===== config.mk =====
export PLATFORM = sky130hd
export DESIGN_NAME = servo_pwm_filter
export DESIGN_NICKNAME = d
export VERILOG_FILES = /design/src/rtl/servo_pwm_filter_pkg.sv /design/src/rtl/servo_pwm_filter_ch.sv /design/src/rtl/servo_pwm_filter.sv
export SDC_FILE = /design/constraint.sdc
export NUM_CORES = 1
export LEC_CHECK = 0
export ABC_AREA = 1
export BUFFER_PORTS_ARGS = -buffer_cell sky130_fd_sc_hd__buf_2
export CORE_MARGIN = 10
export CORE_UTILIZATION = 60
export DETAILED_ROUTE_END_ITERATION = 10
export PLACE_DENSITY = 0.86
export SYNTH_ARGS = -nofsm -noshare
export SYNTH_HDL_FRONTEND = slang
export SYNTH_HIERARCHICAL = 1
export SYNTH_SLANG_ARGS = --single-unit

===== constraint.sdc =====
create_clock -name clk -period 4.1 [get_ports clk]
set_clock_uncertainty 0.05 [all_clocks]
set_input_delay 0.41 -clock clk [delete_from_list [all_inputs] [get_ports clk]]
set_output_delay 0.41 -clock clk [all_outputs]
set_load 0.01 [all_outputs]

===== src/rtl/servo_pwm_filter_pkg.sv =====
// Shared definitions for the servo pulse conditioner: measurement FSM encoding
// and synchroniser depth.
package servo_pwm_filter_pkg;

    localparam int SYNC_STAGES = 2;

    typedef enum logic [1:0] {
        IDLE = 2'd0,
        MEAS = 2'd1,
        OVER = 2'd2
    } meas_state_e;

endpackage


===== src/rtl/servo_pwm_filter_ch.sv =====
// One servo input channel: synchroniser, debounce filter, high-time measurement
// FSM with legal-window check, last-width register and sticky error.
module servo_pwm_filter_ch
    import servo_pwm_filter_pkg::*;
#(
    parameter int DEB_CYCLES = 4,
    parameter int CNT_W      = 16,
    parameter int MIN_W      = 1000,
    parameter int MAX_W      = 2000
) (
    input  logic             clk_i,
    input  logic             rst_ni,
    input  logic             enable_i,
    input  logic             in_i,
    input  logic             err_clr_i,
    output logic             filt_o,
    output logic [CNT_W-1:0] width_o,
    output logic             valid_o,
    output logic             err_o
);

    localparam int               DEB_W    = (DEB_CYCLES > 1) ? $clog2(DEB_CYCLES) : 1;
    localparam logic [DEB_W-1:0] DEB_LAST = DEB_W'(DEB_CYCLES - 1);
    localparam logic [CNT_W-1:0] MIN_C    = CNT_W'(MIN_W);
    localparam logic [CNT_W-1:0] MAX_C    = CNT_W'(MAX_W);

    logic [SYNC_STAGES-1:0] sync_q, sync_d;
    logic                   sync_lvl;
    logic [DEB_W-1:0]       deb_q, deb_d;
    logic                   filt_q, filt_d;
    meas_state_e            state_q, state_d;
    logic [CNT_W-1:0]       cnt_q, cnt_d;
    logic [CNT_W-1:0]       width_q, width_d;
    logic                   valid_q, valid_d;
    logic                   err_q, err_d;

    function automatic logic [CNT_W-1:0] sat_inc(input logic [CNT_W-1:0] v);
        return (&v) ? v : v + 1'b1;
    endfunction

    // Synchroniser runs even while disabled so re-enable sees a settled level.
    assign sync_d   = {sync_q[SYNC_STAGES-2:0], in_i};
    assign sync_lvl = sync_q[SYNC_STAGES-1];

    always_comb begin
        deb_d  = '0;
        filt_d = filt_q;
        if (!enable_i) begin
            filt_d = 1'b0;
        end else if (sync_lvl != filt_q) begin
            if (deb_q == DEB_LAST) begin
                filt_d = ~filt_q;
            end else begin
                deb_d = deb_q + 1'b1;
            end
        end
    end

    always_comb begin
        state_d = state_q;
        cnt_d   = cnt_q;
        width_d = width_q;
        valid_d = 1'b0;
        err_d   = err_q & ~err_clr_i;
        if (!enable_i) begin
            state_d = IDLE;
            cnt_d   = '0;
        end else begin
            case (state_q)
                IDLE: begin
                    if (filt_q) begin
                        state_d = MEAS;
                        cnt_d   = CNT_W'(1);
                    end
                end
                MEAS: begin
                    if (!filt_q) begin
                        state_d = IDLE;
                        cnt_d   = '0;
                        // cnt can never exceed MAX_C here, so only the lower bound matters.
                        if (cnt_q >= MIN_C) begin
                            width_d = cnt_q;
                            valid_d = 1'b1;
                        end else begin
                            err_d = 1'b1;
                        end
                    end else if (cnt_q == MAX_C) begin
                        state_d = OVER;
                        err_d   = 1'b1;
                    end else begin
                        cnt_d = sat_inc(cnt_q);
                    end
                end
                OVER: begin
                    if (!filt_q) begin
                        state_d = IDLE;
                        cnt_d   = '0;
                    end
                end
                default: begin
                    state_d = IDLE;
                    cnt_d   = '0;
                end
            endcase
        end
    end

    always_ff @(posedge clk_i or negedge rst_ni) begin
        if (!rst_ni) begin
            sync_q  <= '0;
            deb_q   <= '0;
            filt_q  <= 1'b0;
            state_q <= IDLE;
            cnt_q   <= '0;
            width_q <= '0;
            valid_q <= 1'b0;
            err_q   <= 1'b0;
        end else begin
            sync_q  <= sync_d;
            deb_q   <= deb_d;
            filt_q  <= filt_d;
            state_q <= state_d;
            cnt_q   <= cnt_d;
            width_q <= width_d;
            valid_q <= valid_d;
            err_q   <= err_d;
        end
    end

    assign filt_o  = filt_q;
    assign width_o = width_q;
    assign valid_o = valid_q;
    assign err_o   = err_q;

endmodule


===== src/rtl/servo_pwm_filter.sv =====
// Multi-channel servo pulse conditioner: N_CH independent channels sharing
// clock, reset and enable, with widths packed channel-major.
module servo_pwm_filter
    import servo_pwm_filter_pkg::*;
#(
    parameter int N_CH       = 4,
    parameter int DEB_CYCLES = 4,
    parameter int CNT_W      = 16,
    parameter int MIN_W      = 1000,
    parameter int MAX_W      = 2000
) (
    input  logic                  clk,
    input  logic                  reset,
    input  logic                  enable,
    input  logic [N_CH-1:0]       in,
    input  logic [N_CH-1:0]       err_clr,
    output logic [N_CH-1:0]       filt,
    output logic [N_CH*CNT_W-1:0] width,
    output logic [N_CH-1:0]       valid,
    output logic [N_CH-1:0]       err
);

    for (genvar i = 0; i < N_CH; i++) begin : g_ch
        servo_pwm_filter_ch #(
            .DEB_CYCLES (DEB_CYCLES),
            .CNT_W      (CNT_W),
            .MIN_W      (MIN_W),
            .MAX_W      (MAX_W)
        ) u_ch (
            .clk_i     (clk),
            .rst_ni    (reset),
            .enable_i  (enable),
            .in_i      (in[i]),
            .err_clr_i (err_clr[i]),
            .filt_o    (filt[i]),
            .width_o   (width[i*CNT_W +: CNT_W]),
            .valid_o   (valid[i]),
            .err_o     (err[i])
        );
    end

endmodule


Word-level counts from Yosys, hierarchy flattened
Cells that the tools add are included.
{"block": "classes", "add_sub_neg": 8, "n_mul": 0, "div_mod_pow": 0, "order_cmp": 4, "n_eq_ne": 48, "shifts": 0, "mux": 112, "bitwise_logic": 12, "n_reduce_logical": 24}
{"operator": "16-bit 2-to-1 mux", "n": 24}
{"operator": "16-bit case mux with 3 select lines", "n": 4}
{"operator": "16-bit by 1-bit adder with 16-bit output, second input constant", "n": 4}
{"operator": "16-bit by 11-bit == test with 1-bit output, second input constant", "n": 4}
{"operator": "16-bit by 10-bit >= comparator with 1-bit output, second input constant", "n": 4}
{"operator": "2-bit 2-to-1 mux", "n": 32}
{"operator": "16-bit AND reduction", "n": 4}
{"operator": "1-bit 2-to-1 mux", "n": 48}
{"operator": "4-bit inequality test, second input constant", "n": 12}
{"operator": "4-bit AND reduction", "n": 8}
{"operator": "2-bit case mux with 3 select lines", "n": 4}
{"operator": "2-bit == test, second input constant", "n": 8}
{"operator": "2-bit by 1-bit inequality test with 1-bit output, second input constant", "n": 8}
{"operator": "3-bit by 2-bit inequality test with 1-bit output, second input constant", "n": 4}
{"operator": "3-bit inequality test, second input constant", "n": 4}
{"operator": "3-bit AND reduction", "n": 4}
{"operator": "2-bit by 1-bit adder with 2-bit output, second input constant", "n": 4}
{"operator": "2-bit by 1-bit == test with 1-bit output, second input constant", "n": 4}
{"operator": "2-bit zero test", "n": 4}
{"operator": "1-bit NOT", "n": 8}
{"operator": "2-bit AND reduction", "n": 4}
{"operator": "1-bit bitwise AND", "n": 4}
{"operator": "1-bit inequality test", "n": 4}
{"block": "totals", "regBits": 164, "latchBits": 0, "ram_bits": 0, "mem_bits_ro": 0, "inputBits": 11, "out_inout_bits": 76, "wordCells": 240, "mem_count": 0}

Depth between registers and ports, before layout
Gate-level depths: netlist of the first run.
{"block": "logic_depth", "ltp_word": 6, "depth_mapped": 10, "ltp_nobuf": 10}

By module
The synthesis of the first run kept the hierarchy.
{"mod": "servo_pwm_filter_ch (g_ch[0].u_ch ...)", "instances": 3, "cells_per_inst": 288, "area_per_inst_um2": 2324.7, "seq_area_each_um2": 1026.0}
{"mod": "servo_pwm_filter_ch (g_ch[3].u_ch)", "instances": 1, "cells_per_inst": 289, "area_per_inst_um2": 2408.6, "seq_area_each_um2": 1026.0}

Worst setup path before layout of the first run
Ideal clock, no wire load.
{"block": "synth_timing", "kind": "flip-flop to flip-flop", "start": "register g_ch[3].u_ch.cnt_q[0]", "end": "register g_ch[3].u_ch.cnt_q[3]", "setup_ps": 117, "arrival_time_ps": 1388, "t_required_ps": 3933, "slack_ps": 2545, "path_stages_with_launch": 10, "n_path_buf": 1, "period_less_slack_ps": 1555, "path_cell_list": "dfrtp_1 > ha_1 > nand3_4 > nor2_1 > nand3_1 > nand3_2 > nand2_4 > buf_6 > nand2_2 > o21ai_2"}
{"block": "synth_between", "elab_chain_cells": 6, "word_cells_on_any_way": 11, "cone_classes": "add/sub (1); eq/ne (3); mux (5); reduce/logical (2)"}
{"element": "start: declaration", "line": "servo_pwm_filter_ch.sv:32", "rtl": "logic [CNT_W-1:0] cnt_q, cnt_d;"}
{"element": "start signal: assignment", "line": "servo_pwm_filter_ch.sv:123", "rtl": "cnt_q <= cnt_d;"}
{"element": "16-bit by 1-bit adder with 16-bit output", "line": "servo_pwm_filter_ch.sv:38", "rtl": "return (&v) ? v : v + 1'b1;"}
{"element": "16-bit 2-to-1 mux", "line": "servo_pwm_filter_ch.sv:38"}
{"element": "16-bit 2-to-1 mux", "line": "servo_pwm_filter_ch.sv:87", "rtl": "end else if (cnt_q == MAX_C) begin"}
{"element": "16-bit 2-to-1 mux", "line": "servo_pwm_filter_ch.sv:77", "rtl": "if (!filt_q) begin"}
{"element": "16-bit case mux with 3 select lines", "line": "servo_pwm_filter_ch.sv:69", "rtl": "case (state_q)"}
{"element": "16-bit 2-to-1 mux", "line": "servo_pwm_filter_ch.sv:65", "rtl": "if (!enable_i) begin"}
Parallel ways exist; a longest one is shown, timed or not. The select of a mux whose other input is x is not followed.
A chain may end at the register's enable or synchronous reset.

Worst setup path after layout of the first run
{"block": "layout_timing", "start": "register g_ch[3].u_ch.state_q[1]", "end": "register g_ch[3].u_ch.cnt_q[9]"}
{"block": "layout_between", "elab_chain_cells": 3, "word_cells_on_any_way": 10, "cone_classes": "eq/ne (6); mux (2); reduce/logical (2)"}
{"element": "start: declaration", "line": "servo_pwm_filter_ch.sv:31", "rtl": "meas_state_e state_q, state_d;"}
{"element": "start signal: assignment", "line": "servo_pwm_filter_ch.sv:122", "rtl": "state_q <= state_d;"}
{"element": "2-bit by 1-bit == test with 1-bit output (tied with other cells)", "line": "servo_pwm_filter_ch.sv:69"}
{"element": "4-bit inequality test (no source line) (tied with other cells)"}
{"element": "4-bit AND reduction (no source line) or 16-bit 2-to-1 mux (tied branches)"}
Parallel ways exist; a longest one is shown, timed or not.

==> results of run 1 <==
==> area by class of cell <==
type | instances | share of cell area (%)
multi-input combinational | 816 | 42.8
inverter | 137 | 4.94
sequential | 164 | 39.4
clock buffer | 21 | 4.42
clock inverter | 10 | 1.48
tap | 211 | 2.53
timing repair buffer | 88 | 4.46
==> metrics by stage <==
stage / instances / worst slack [ns] / util (%) / power, mW / hold WS [ns]
CTS: 1447 / 1.90 / 68.3 / 3.64 / 0.0201
global route: 1447 / 1.67 / 68.3 / 3.74 / 0.0253
global placement: 1416 / 1.65 / 64.2 / 1.95 / 0.282
detailed placement: 1416 / 1.61 / 64.2 / 1.96 / 0.286
finish: 1447 / 1.86 / 68.3 / 3.60 / 0.0326
floorplan: 1153 / 2.55 / - / 1.88 / 0.0644
==> cells by family (layout without fill, tap and decap cells) <==
| group | Yosys count | count (layout) |
|---|---|---|
| AO/OA/AOI/OAI | 144 | 144 |
| buffers and inverters | 173 | 256 |
| flip-flops | 164 | 164 |
| AND/OR/NAND/NOR | 649 | 649 |
| XOR/XNOR | 11 | 11 |
| adder cells (fa/ha/maj) | 12 | 12 |
==> critical path, stage by stage, from the launching register on <==
cell	delay (ns)
dfrtp_1	0.38
inv_1	0.07
nand2_1	0.33
nor2_1	0.41
nand2_1	0.16
nand2_1	0.17
nand2_4	0.23
inv_2	0.22
nand2_1	0.09
nand2_1	0.07
==> flip-flops by register name, indices dropped and copies added, names as in the netlist <==
| register | flops |
|---|---|
| g_ch.u_ch/width_o | 64 |
| g_ch.u_ch/valid_o | 4 |
| g_ch.u_ch/cnt_q | 64 |
| g_ch.u_ch/deb_q | 8 |
| g_ch.u_ch/state_q | 8 |
| g_ch.u_ch/sync_q | 8 |
| g_ch.u_ch/err_o | 4 |
| g_ch.u_ch/filt_o | 4 |
==> power groups by stage <==
stage | registers [mW] | clock network (mW) | logic, mW
2_1_floorplan | 1.70 | 0 | 0.182
3_3_place_gp | 1.70 | 0 | 0.250
3_5_place_dp | 1.71 | 0 | 0.257
4_1_cts | 1.68 | 1.70 | 0.258
5_1_grt | 1.68 | 1.77 | 0.289
6_report | 1.68 | 1.67 | 0.257
==> cells in the mapped netlist (12+ instances only) <==
library cell / instances
ha_1: 12
nor2_1: 95
nand3_2: 17
nand4_1: 29
o21ai_2: 103
dfrtp_1: 164
nand2_1: 279
nand2_2: 41
nand3_1: 119
o21ai_0: 29
inv_1: 111
nor3_1: 35
inv_2: 26
buf_6: 20
==> per-layer routing <==
layer  GRT usage, %  wire length (µm)  part of all wire [%]  vias up
li1               -                 -                     -     3903
met3           4.84              1400                   6.5       41
met1           26.7              9680                    45     3717
met5              0                 0                     0        -
met2           33.1             10200                    47      289
met4           7.03               365                   1.7        0
==> worst min path at each step <==
stage | from | end | slack (ns) | depth (start not counted)
6_report | reset | g_ch[1].u_ch/cnt_q[3]$_DFFE_PN0P_ | 0.03 | 1
5_1_grt | in[0] | g_ch[0].u_ch/sync_q[0]$_DFF_PN0_ | 0.03 | 1
4_1_cts | in[0] | g_ch[0].u_ch/sync_q[0]$_DFF_PN0_ | 0.02 | 1
3_5_place_dp | g_ch[3].u_ch/sync_q[0]$_DFF_PN0_ | g_ch[3].u_ch/sync_q[1]$_DFF_PN0_ | 0.29 | 0
3_3_place_gp | g_ch[2].u_ch/sync_q[0]$_DFF_PN0_ | g_ch[2].u_ch/sync_q[1]$_DFF_PN0_ | 0.28 | 0
2_1_floorplan | reset | g_ch[0].u_ch/cnt_q[0]$_DFFE_PN0P_ | 0.06 | 0
==> PnR_summary.wiki, run 1 <==
{| class="wikitable"
! Metric !! Value
|-
| Result of the run || finished, final reports clean
|-
| Core Rows || 45
|-
| Share of the yosys chip area belonging to registers || 43.7%
|-
| Worst min-delay path category || input pin to async pin
|-
| Post-synthesis instance area || 9380 µm²
|-
| Number of optimization iterations in the first detailed-route pass || 6
|-
| Reg2reg setup slack || 1.86 ns
|-
| Worst setup path class || flop to flop
|-
| Synthesis-to-layout area growth || 11.0%
|-
| Commonest register cell after synthesis || dfrtp_1
|-
| Design area || approximately 10000 µm²
|-
| Area of the core region || 15300 µm²
|-
| Remaining DRCs || 0
|-
| Clock Power Share || 46.4%
|-
| Cell internal pwr || roughly 2.8 mW
|-
| Placed inst area || 9800 µm²
|-
| Routed length per instance || 14.9 µm
|-
| N_diodes || 0
|-
| Clk Tree Root Cell || clkbuf_16
|-
| Mapped Nets || approximately 1200
|-
| Pin count of the biggest net entering global routing || 97
|-
| Netlist cell types || 29
|-
| Net switching power || 851 µW
|-
| Pwr per Cell Area || 346 nW/µm²
|-
| CTS hold repair buffers || 0
|-
| R2r worst-path depth || 9
|-
| Total Neg Setup Slack || 0 ns
|-
| Crit end category || flop
|-
| Launching point of the worst reg2reg path || g_ch[3].u_ch/state_q[1]$_DFFE_PN0P_
|-
| Final Cycle Share || 54.7%
|-
| Startpoint Class || flop
|-
| Layout fillers || between 1000 and 1500
|-
| Largest fanout of any net on the critical path || 22
|-
| Per-cell via count in the routed design || 5.49
|-
| Overall Global Routing Usage || approximately 20%
|-
| Min cycle time layout || around 2.2 ns
|-
| Largest family of logic cells by synthesized area || simple AND/OR/NAND/NOR gates
|-
| Number of H-tree levels || 4
|-
| Share of cells above drive strength 1 || 26.4%
|-
| Setup repair after global routing missed its margin || false
|-
| Multi-input logic area || 4450 µm²
|-
| Simple-gate area share of the yosys netlist || approximately a third
|-
| Floorplan die height || 145 µm
|-
| Final setup violation count || 0
|-
| Cts bufs inserted || 17
|-
| Count of vias placed by the detailed router || 7950
|-
| Input/output buffers || 86
|-
| Clk Latency, worst-skew pair || 0.43 ns
|-
| Commonest cells after routing, fill and taps aside || nand2_1, dfrtp_1, nand3_1
|-
| Final net count || 1247
|-
| CTS sink count || roughly 160
|-
| Ys Warns || 6
|-
| Vias in the first global route || 7632
|-
| Count of buffers added by post-CTS timing repair for setup || 0
|-
| Compound-gate portion of the synthesized area || 11.8%
|-
| Max-Slew Margin vs Limit || a little over two fifths
|-
| Number of max-capacitance violations reported || 0
|-
| Critical path origin || g_ch[3].u_ch/state_q[1]$_DFFE_PN0P_
|-
| First-pass GRT wire length || around 37 mm
|-
| Fraction of post-synthesis cell area in the top cell type by area || 43.7%
|-
| Die area || 21000 µm²
|-
| Cells after synthesis || 1153
|-
| Ports placed on the boundary || 87
|-
| Most common cell after layout, fill and taps aside || nand2_1
|-
| Count of final hold-check violations || 0
|-
| Switching part of the total || between 20% and 30%
|-
| Achievable frequency || roughly 450 MHz
|-
| Yosys reg bits || 164
|-
| Mux contribution to synthesized area || 0%
|-
| Peak supply drop || 296 µV
|-
| Worst Tran Pin Value || 0.865 ns
|-
| Async SR Flop Fraction || 100%
|-
| Floorplan die width || 145 µm
|-
| XOR/XNOR Fraction of Synth Area || 1.03%
|-
| Reg-to-reg critical path endpoint || g_ch[3].u_ch/cnt_q[9]$_DFFE_PN0P_
|-
| Clock transition at the register clock pins on the worst setup and hold paths after CTS || 0.07 ns
|-
| Final Slew Violations || 0
|-
| Share of power burned in combinational logic || a little over 7%
|-
| Antenna violations before repair || 0
|-
| Number of enable flip-flop cells after synthesis || 0
|-
| Adder and majority gate portion of the synthesized area || 1.60%
|-
| Biggest area consumer among synthesized cells || dfrtp_1
|-
| RD Place Congestion || just over 0.9
|-
| DR iter-0 viols || 1005
|-
| Total length of routed wires || approximately 22 mm
|-
| Syn avg cell area || approximately 8 µm²
|-
| Starting density of the core || 61.5%
|-
| Total gr overflow || 0
|-
| Maximum clock path buffer count || 2
|-
| Data arrival time of the critical path || 2.55 ns
|-
| Top cells by area, synth || dfrtp_1, nand2_1, o21ai_2
|-
| Post-DP HPWL || 15.2 mm
|-
| Footprint of the flip-flops and latches || 4100 µm²
|-
| Timing endpoint of the critical path || g_ch[3].u_ch/cnt_q[9]$_DFFE_PN0P_
|-
| Critical Path RT || 4.41 ns
|-
| Reported leakage power || 5.03 nW
|-
| TritonCTS clock tree || yes
|-
| Gates resized, CTS repair || 0
|-
| Antenna-violating nets left || 0
|-
| Power share of the sequential group || 46.5%
|}
No activity file was read; power rests on OpenSTA's default activity.
==> run 2: changes to the inputs <==
ABC_AREA = 0   (was 1)
CORE_UTILIZATION = 53   (was 60)
PLACE_DENSITY = 0.82   (was 0.86)
clock period = 1.91 ns   (was 4.1 ns; I/O delays follow)
==> run 2 against run 1 <==
  * Clock power up 95%
  * Sequential power is 110% higher
  * Total power is 96% higher
  * Non-clock buffer count grew 249
  * Utilization is 14 points higher
  * Synthesized cell count decreased by 33%
  * Register-to-register slack lost 2.2 ns
  * The run now ends with setup timing left
  * Maximum frequency rose by 0.58%
  * Combinational power rose by 16%
==> PnR_summary.wiki, run 2 <==
{| class="wikitable"
! Metric !! Value
|-
| Final net count || 1119
|-
| Clk Tree Root Cell || clkbuf_16
|-
| Number of max-capacitance violations reported || 0
|-
| Ys Warns || 6
|-
| Per-cell via count in the routed design || 6.39
|-
| Post-DP HPWL || between 15 and 20 mm
|-
| Final setup violation count || 127
|-
| Maximum clock path buffer count || 2
|-
| Yosys reg bits || 164
|-
| Starting density of the core || 54.0%
|-
| Commonest register cell after synthesis || dfrtp_1
|-
| Async SR Flop Fraction || 100%
|-
| Min cycle time layout || roughly 2.2 ns
|-
| Setup slack of the critical path after layout || -0.319 ns
|-
| Routed length per instance || between 20 and 25 µm
|-
| Floorplan die width || ~140 µm
|-
| Cell internal pwr || 5.43 mW
|-
| Critical Path RT || 2.23 ns
|-
| Violations in the final reports || setup timing
|-
| Cell with the most instances after synthesis || dfrtp_1
|-
| Final Slew Violations || 0
|-
| Die area || 20800 µm²
|-
| Antenna violations before repair || 0
|-
| Share of the yosys chip area belonging to registers || roughly 50%
|-
| Antenna-violating nets left || 0
|-
| Floorplan die height || 144 µm
|-
| Layout fillers || 774
|-
| Max-Slew Margin vs Limit || 59.4%
|-
| Area of the core region || 15100 µm²
|-
| Cell types with the highest counts after synthesis || dfrtp_1, nand2_1, mux2_1
|-
| Placed inst area || ~10000 µm²
|-
| Startpoint Class || flop
|-
| Cells after synthesis || 769
|-
| CTS sink count || approximately 160
|-
| Post-Place Setup Slack || -0.449 ns
|-
| Input/output buffers || 86
|-
| Net switching power || 1.64 mW
|-
| Design area || between 10000 and 15000 µm²
|-
| Final Cycle Share || 117%
|-
| Syn avg cell area || between 10 and 15 µm²
|-
| Count of final hold-check violations || 0
|-
| Cts bufs inserted || 17
|-
| Pin count of the biggest net entering global routing || 53
|-
| Synthesis-to-layout area growth || 52.0%
|-
| Core Rows || 45
|-
| Data arrival time of the critical path || 2.55 ns
|-
| Count of vias placed by the detailed router || about 8300
|-
| Total power draw || 7.07 mW
|-
| Overall Global Routing Usage || between 20% and 30%
|-
| Total gr overflow || 0
|-
| Most common cell after layout, fill and taps aside || buf_4
|-
| Crit end category || flop
|-
| Remaining DRCs || 0
|-
| Multi-input logic area || 4890 µm²
|-
| Ports placed on the boundary || 87
|-
| Worst setup path class || flop to flop
|-
| End-of-flow core utilization || 82.0%
|-
| Clock transition at the register clock pins on the worst setup and hold paths after CTS || 0.06 ns
|-
| Clk Latency, worst-skew pair || 0.44 ns
|-
| Total length of routed wires || 29.5 mm
|-
| Number of H-tree levels || 4
|-
| DR iter-0 viols || approximately 1100
|-
| Top cells by area, synth || dfrtp_1, mux2_1, nand2_1
|-
| Number of enable flip-flop cells after synthesis || 0
|-
| Share of power burned in combinational logic || 4.2%
|-
| Clock Power Share || 46.0%
|-
| Result of the run || finished, violations left
|-
| Total Neg Setup Slack || -16.29 ns
|-
| Worst Tran Pin Value || 0.608 ns
|-
| Biggest area consumer among synthesized cells || dfrtp_1
|-
| Largest fanout of any net on the critical path || 7
|-
| Reported leakage power || 5.88 nW
|-
| Netlist cell types || 64
|-
| Achievable frequency || 449 MHz
|-
| Footprint of the flip-flops and latches || 4120 µm²
|-
| Power share of the sequential group || around half
|-
| Mapped Nets || 792
|-
| Number of optimization iterations in the first detailed-route pass || 6
|-
| Fraction of post-synthesis cell area in the top cell type by area || around half
|-
| Worst min-delay path category || input pin to flop
|-
| Pwr per Cell Area || 569 nW/µm²
|-
| Share of cells above drive strength 1 || 51.4%
|-
| Post-synthesis instance area || 8170 µm²
|-
| RD Place Congestion || 0.936
|-
| First-pass GRT wire length || 40.5 mm
|-
| N_diodes || 0
|-
| Setup repair after global routing missed its margin || true
|-
| Vias in the first global route || 8107
|-
| Commonest cells after routing, fill and taps aside || buf_4, dfrtp_1, buf_2
|-
| Peak supply drop || 628 µV
|-
| Switching part of the total || 23.2%
|-
| TritonCTS clock tree || yes
|}
## run 2: cell types whose count changed after synthesis, sizes merged, moves of 14 or more
cell	change
or4	+28
nor2	-66
nor2b	+15
buf	-14
nand3	-110
a21oi	+25
nor3	-18
o21ai	-98
inv	-114
mux2	+64
and3	+24
nand2	-263
o31ai	+15
## run 2: path summary, 6_finish.rpt
check / startpoint / to / slack (ns) / cells past startpoint
setup / recovery: g_ch[3].u_ch/cnt_q[5]$_DFFE_PN0P_ / g_ch[3].u_ch/cnt_q[15]$_DFFE_PN0P_ / -0.32 / 6
hold reg to reg: g_ch[2].u_ch/sync_q[0]$_DFF_PN0_ / g_ch[2].u_ch/sync_q[1]$_DFF_PN0_ / 0.30 / 0
max in group asynchronous: reset / g_ch[2].u_ch/width_o[5]$_DFFE_PN0P_ / 0.95 / 3
hold / removal: enable / g_ch[3].u_ch/deb_q[0]$_DFF_PN0_ / 0.06 / 3
setup reg to reg: g_ch[3].u_ch/cnt_q[5]$_DFFE_PN0P_ / g_ch[3].u_ch/cnt_q[15]$_DFFE_PN0P_ / -0.32 / 6
min in group asynchronous: reset / g_ch[1].u_ch/width_o[8]$_DFFE_PN0P_ / 0.21 / 2
## run 2: cells by family after synthesis
logic type | count (synthesis) | synth area share, %
and+or+nand+nor | 299 | 21.4
DFF | 164 | 50.2
AOI/OAI and AO/OA | 152 | 12.3
muxes | 68 | 9.31
buffers and inverters | 57 | 3.14
xor gates and xnor gates | 17 | 1.82
adders and majority gates | 12 | 1.84
## run 2: area by class of cell
type | count | area share [%]
multi-input combinational | 553 | 39.3
sequential | 164 | 33.1
timing repair buffer | 337 | 20.6
clock buffer | 23 | 3.69
tap | 188 | 1.89
inverter | 23 | 0.695
clock inverter | 8 | 0.645
## run 2: power groups by stage
stage	registers, mW	clock network [mW]	logic (mW)
after global placement	3.58	0	0.246
after detailed placement	3.58	0	0.254
after CTS	3.52	3.22	0.274
final	3.52	3.26	0.298
after global routing	3.52	3.41	0.321
after floorplan	3.58	0	0.0776
## run 2: critical path, cell delays in order, from the launching register on
cell      delay (ns)
dfrtp_1         0.37
or4bb_1         0.50
or4_4           0.54
a211oi_4        0.30
buf_6           0.17
or3_2           0.11
a221o_1         0.13
## run 2: what timing repair did
action                                  in CTS  in global routing
hold buffers                                 9                  0
resized for setup                           88                136
endpoints found under the setup margin     126                138
setup buffers                               34                 20
endpoints found under the hold margin       55                  0
cloned                                       5                  4
pin swaps                                   65                 74
## run 2: layer usage
metal / global-route usage (%) / vias to the layer above / wire (µm)
met1: 28.5 / 4068 / 11400
li1: - / 3530 / -
met5: 0 / - / 0
met2: 41.5 / 549 / 14700
met4: 9.84 / 0 / 1150
met3: 5.05 / 134 / 2310
## run 2: through the flow
| stage | cells | hold WS, ns |
|---|---|---|
| 2_1_floorplan | 769 | -0.155 |
| 3_3_place_gp | 1199 | 0.120 |
| 3_5_place_dp | 1199 | 0.120 |
| 4_1_cts | 1276 | 0.0577 |
| 5_1_grt | 1296 | 0.0789 |
| 6_report | 1296 | 0.0568 |
